$ cat config.mk
export PLATFORM = sky130hd
export DESIGN_NAME = stopwatch_ctrl
export DESIGN_NICKNAME = d
export VERILOG_FILES = /design/src/rtl/stopwatch_ctrl.sv
export SDC_FILE = /design/constraint.sdc
export NUM_CORES = 1
export LEC_CHECK = 0
export CAP_MARGIN = 20
export CORE_MARGIN = 4
export CORE_UTILIZATION = 61
export CTS_CLUSTER_DIAMETER = 200
export DETAILED_ROUTE_END_ITERATION = 10
export PLACE_DENSITY = 0.8
export SYNTH_ARGS = -nofsm -noshare
export SYNTH_HDL_FRONTEND = slang
export SYNTH_SLANG_ARGS = --single-unit
$ cat constraint.sdc
create_clock -name i_clk -period 2.5 [get_ports i_clk]
set_input_delay 0.25 -clock i_clk [delete_from_list [all_inputs] [get_ports i_clk]]
set_output_delay 0.25 -clock i_clk [all_outputs]
set_load 0.05 [all_outputs]
$ cat src/rtl/stopwatch_ctrl.sv
`default_nettype none
// +--------------------------------------------------------------------------+
// | Module   : stopwatch_ctrl                                                |
// | Brief    : button debounce, IDLE/RUN/PAUSE control and BCD 00-99 count   |
// | Revision : 1.0 - initial release                                         |
// +--------------------------------------------------------------------------+
module stopwatch_ctrl #(
  parameter int TICK_WAIT = 27_000_000,
  parameter int TICK_BITS = 25,
  parameter int DEB_WAIT  = 270_000,
  parameter int DEB_BITS  = 19
) (
  input  logic       i_clk,
  input  logic       i_rst,
  input  logic       i_btn_ss,
  input  logic       i_btn_clr,
  output logic [3:0] o_tens,
  output logic [3:0] o_ones,
  output logic       o_running,
  output logic       o_tick,
  output logic       o_wrap
);

  localparam logic [1:0] c_IDLE  = 2'd0;
  localparam logic [1:0] c_RUN   = 2'd1;
  localparam logic [1:0] c_PAUSE = 2'd2;

  localparam logic [DEB_BITS-1:0]  c_DEB_LAST  = DEB_BITS'(DEB_WAIT - 1);
  localparam logic [DEB_BITS-1:0]  c_DEB_ONE   = DEB_BITS'(1);
  localparam logic [TICK_BITS-1:0] c_TICK_LAST = TICK_BITS'(TICK_WAIT - 1);
  localparam logic [TICK_BITS-1:0] c_TICK_ONE  = TICK_BITS'(1);
  localparam logic [3:0]           c_NINE      = 4'd9;
  localparam logic [3:0]           c_DIG_ONE   = 4'd1;

  logic [1:0] w_btn_raw;
  logic [1:0] w_press;

  assign w_btn_raw = {i_btn_clr, i_btn_ss};

  generate
    for (genvar gi = 0; gi < 2; gi++) begin : g_btn
      logic                r_meta;
      logic                r_sync;
      logic                r_deb;
      logic [DEB_BITS-1:0] r_cnt;
      logic                w_settled;

      assign w_settled = (r_sync != r_deb) && (r_cnt == c_DEB_LAST);

      always_ff @(posedge i_clk or negedge i_rst) begin
        if (!i_rst) begin
          r_meta <= 1'b1;
          r_sync <= 1'b1;
          r_deb  <= 1'b1;
          r_cnt  <= '0;
        end else begin
          r_meta <= w_btn_raw[gi];
          r_sync <= r_meta;
          if ((r_sync == r_deb) || w_settled)
            r_cnt <= '0;
          else
            r_cnt <= r_cnt + c_DEB_ONE;
          if (w_settled)
            r_deb <= r_sync;
        end
      end

      // Event fires in the cycle the accepted level is about to fall.
      assign w_press[gi] = w_settled && r_deb;
    end
  endgenerate

  logic                 w_ss_evt;
  logic                 w_clr_evt;
  logic [1:0]           r_state;
  logic [1:0]           w_state_nxt;
  logic [TICK_BITS-1:0] r_pre;
  logic [3:0]           r_tens;
  logic [3:0]           r_ones;
  logic                 r_running;
  logic                 r_tick;
  logic                 r_wrap;
  logic                 w_terminal;
  logic                 w_tick;
  logic                 w_wrap;

  assign w_ss_evt  = w_press[0];
  assign w_clr_evt = w_press[1];

  always_comb begin
    w_state_nxt = r_state;
    if (w_clr_evt) begin
      w_state_nxt = c_IDLE;
    end else if (w_ss_evt) begin
      case (r_state)
        c_IDLE:  w_state_nxt = c_RUN;
        c_RUN:   w_state_nxt = c_PAUSE;
        c_PAUSE: w_state_nxt = c_RUN;
        default: w_state_nxt = c_IDLE;
      endcase
    end
  end

  // A clear in the terminal cycle suppresses the tick entirely.
  assign w_terminal = (r_state == c_RUN) && (r_pre == c_TICK_LAST);
  assign w_tick     = w_terminal && !w_clr_evt;
  assign w_wrap     = w_tick && (r_tens == c_NINE) && (r_ones == c_NINE);

  always_ff @(posedge i_clk or negedge i_rst) begin
    if (!i_rst) begin
      r_state   <= c_IDLE;
      r_pre     <= '0;
      r_tens    <= '0;
      r_ones    <= '0;
      r_running <= 1'b0;
      r_tick    <= 1'b0;
      r_wrap    <= 1'b0;
    end else begin
      r_state   <= w_state_nxt;
      r_running <= (w_state_nxt == c_RUN);
      r_tick    <= w_tick;
      r_wrap    <= w_wrap;
      if (w_clr_evt) begin
        r_pre  <= '0;
        r_tens <= '0;
        r_ones <= '0;
      end else if (r_state == c_RUN) begin
        if (w_terminal) begin
          r_pre <= '0;
          if (r_ones == c_NINE) begin
            r_ones <= '0;
            r_tens <= (r_tens == c_NINE) ? 4'd0 : r_tens + c_DIG_ONE;
          end else begin
            r_ones <= r_ones + c_DIG_ONE;
          end
        end else begin
          r_pre <= r_pre + c_TICK_ONE;
        end
      end else if (r_state == c_IDLE) begin
        r_pre <= '0;
      end
    end
  end

  assign o_tens    = r_tens;
  assign o_ones    = r_ones;
  assign o_running = r_running;
  assign o_tick    = r_tick;
  assign o_wrap    = r_wrap;

endmodule
`default_nettype wire

==> impl_metrics.yaml <==
run_status:
  status: "finished, final reports clean"
timing:
  rsz0062_at_grt: "false"
  timing.hold.ws_ns: 0.2962
  fin_crit_ns: 2.312
  hold_viol_final: 0
  timing.final.ws_setup_ns: 0.1883
  skew_ns: 0.009291
  finalMaxSlewViolations: 0
  final-setup-viol-count: 0
  fin_tns_setup_ns: 0
  fmax_ghz: 0.4326
  fin_crit_sh_pct: 92.47
  slew_headroom_pct: 63.71
  worstMarginPinSlew_ns: 0.5394
finish:
  layout_commonest_cell: "dfrtp_1"
  layout_common_cells: "dfrtp_1, nor2_1, nand2_1"
  n_antenna_cell: 0
  n_fill_cell: 509
  seqCellArea_mm2: 0.002059
  multi_input_area_mm2: 0.002141
  syn2layout_area_growth_pct: 13.60
  num-nets-final: 494
  drive_above_1_share_pct: 10.86
  fin_cells: 584
global_routing:
  antenna_found_initial: 0
  grt_usage_pct: 24.05
  grt_max_degree: 83
  grt_pass1_vias: 3459
  grt_pass1_wl_um: 16260
  grt-ovfl-total: 0
logic_synthesis:
  synth_top_flop_cell: "dfrtp_1"
  syn_area_mm2: 0.004298
  yosys_warnings: 0
  synth_top_area_share_pct: 44.25
  yosysTopAreaCell: "dfrtp_1"
  syn-num-nets: 466
  synth_edf_count: 0
  ys_top_cells_by_area: "dfrtp_1, nor2_1, xor2_1"
  ys_ff_latch: 82
  async_flop_share_pct: 100.0
  synth_sequential_area_ratio_pct: 47.92
  syn_area_per_cell_um2: 9.446
  yosys.cell_types.count: 51
  synth_cells: 455
worst_setup_path:
  worstPathArrival_ns: 2.59
  cp_max_fo: 15
  required_ns: 2.78
  timing.rr.end: "r_pre[24]"
  critical_path_class: "reg -> reg"
  end_kind: "register"
  path_cells: "or4b_4 > nor4_4 > a31oi_4 > or4_1 > a21oi_1"
  critPathLaunchType: "register"
  cpMaxStageDelayCell: "or4b_4"
  reg2reg_slack_ns: 0.19
  slowest_delay_ns: 0.55
  ff2ff_path_depth: 5
  rr_startpoint: "g_btn[1].r_cnt[14]"
die:
  io_pins: 15
  core_mm2: 0.006832
  rows: 30
  die_h_um: 91.94
  dieArea_mm2: 0.008453
  die_x_um: 91.94
  start_util_pct: 62.91
clock_tree:
  clk_latency_ns: 0.36
  cts_tree: "yes"
  clk_pin_slew_ns: 0.08
  root_buffer: "clkbuf_8"
  cts_sinks: 82
  clockBufferDepth: 2
  h-tree-depth: 3
  cts_buffers: 9
worst_hold_path:
  hold_class: "in -> reg"
  hp-start: "i_btn_ss"
  worstHoldEndpoint: "g_btn[0].r_meta"
  holdPathStages: 1
route:
  num_vias: 3545
  routed_wl_um: 9204
  avgRoutedWirePerCell_um: 15.76
  vias_per_cell: 6.070
  drc_errors: 0
  firstDrtPassIters: 9
  drt_iter0_markers: 328
  ant_nets: 0
pwr:
  p_clk_share_pct: 43.8
  p_leak_nw: 2.008
  power_density_mw_per_mm2: 513.1
  p_int_mw: 1.977
  vdd_drop_max_v: 0.0003626
  pwr-share-comb_pct: 2.4
  p_seq_share_pct: 53.8
  p_switching_mw: 0.5280
  sw_frac_of_total_pct: 21.08
place:
  pre_cts_ws_ns: 0.1344
  portBuffers: 14
  dp_cells: 567
  gp_congestion: 0.8800
  dp_hpwl_um: 6207
job:
  maxCapViolCount: 0
## registers in the layout, summed over array words and instances, names as in the netlist
| register | flops |
|---|---|
| o_ones | 4 |
| o_tick | 1 |
| o_wrap | 1 |
| g_btn.r_deb | 2 |
| g_btn.r_sync | 2 |
| g_btn.r_cnt | 38 |
| r_state | 2 |
| o_tens | 4 |
| r_pre | 25 |
| g_btn.r_meta | 2 |
| o_running | 1 |
## routing by layer
metal / global-route usage (%) / part of all wire [%] / vias up
li1: - / - / 1686
met1: 31.15 / 42 / 1695
met2: 38.69 / 49 / 141
met3: 5.660 / 6.5 / 23
met4: 10.40 / 2.5 / 0
met5: 0 / 0 / -
## cell type report
type                    instances  share of cell area (%)
multi-input cells             347                   43.85
flip-flops and latches         82                   42.18
repair buffers                 33                   6.048
clock buffers                  12                   3.178
well taps                      96                   2.460
clock inverters                 4                   1.512
inverters                      10                  0.7688
## critical path: cells and delay by family (launching register included)
kind	cells	cell delay [ns]
AOI/OAI and AO/OA	2	0.38
DFF	1	0.39
and+or+nand+nor	3	1.46
## logic make-up (layout without fill, tap and decap cells)
| kind of cell | after synthesis | in the layout | synth area share (%) |
|---|---|---|---|
| xor gates and xnor gates | 37 | 37 | 7.540 |
| adders and majority gates | 7 | 7 | 2.038 |
| DFF | 82 | 82 | 47.92 |
| muxes | 11 | 11 | 2.707 |
| AOI/OAI and AO/OA | 52 | 52 | 7.919 |
| buffers and inverters | 26 | 59 | 2.474 |
| and+or+nand+nor | 240 | 240 | 29.40 |
## how the worst max path moves through the flow
stage,cells past startpoint,startpoint,endpoint
after floorplan,7,g_btn[1].r_cnt[14],r_pre[13]
after global placement,5,g_btn[1].r_cnt[14],r_pre[24]
after detailed placement,5,g_btn[1].r_cnt[14],r_pre[24]
after CTS,5,g_btn[1].r_cnt[14],r_pre[24]
after global routing,7,g_btn[1].r_cnt[0],r_pre[21]
final,5,g_btn[1].r_cnt[14],r_pre[24]
## cells in the mapped netlist, types with 2 or more instances
| master | n |
|---|---|
| a21o_1 | 2 |
| a21oi_1 | 16 |
| a22oi_1 | 4 |
| a31oi_1 | 6 |
| and2_1 | 7 |
| and3_1 | 7 |
| and4_1 | 10 |
| clkbuf_1 | 14 |
| dfrtp_1 | 76 |
| dfstp_2 | 6 |
| ha_1 | 7 |
| inv_1 | 10 |
| mux2_2 | 5 |
| mux2i_1 | 6 |
| nand2_1 | 39 |
| nand3_1 | 31 |
| nand4_1 | 27 |
| nor2_1 | 71 |
| nor2b_1 | 3 |
| nor3_1 | 11 |
| nor4_1 | 5 |
| nor4b_1 | 2 |
| o211ai_1 | 2 |
| o21ai_0 | 3 |
| o21ai_1 | 2 |
| o31ai_1 | 10 |
| or2_2 | 3 |
| or3_1 | 3 |
| or4_1 | 10 |
| xnor2_1 | 15 |
| xor2_1 | 22 |
## stage by stage
stage	cell area, µm²	power (mW)	utilization (%)
detailed placement	4634	1.437	67.84
global route	4882	2.593	71.47
floorplan	4298	1.394	-
finish	4882	2.505	71.47
CTS	4873	2.527	71.34
global placement	4634	1.434	67.84
## power by group through the flow
stage                     clock network [mW]  registers [mW]  logic [mW]
after floorplan                            0            1.37      0.0209
after global routing                    1.17            1.35      0.0706
after CTS                               1.12            1.35      0.0636
after global placement                     0            1.37      0.0605
after detailed placement                   0            1.37      0.0623
final                                   1.10            1.35      0.0609
## timing repair
item,in CTS,in global routing
hold buffers,1,0
gates resized for setup,0,1
hold endpoints to repair,76,0
endpoints found under the setup margin,0,2
setup buffers,0,0
(Power assumes the default switching activity.)
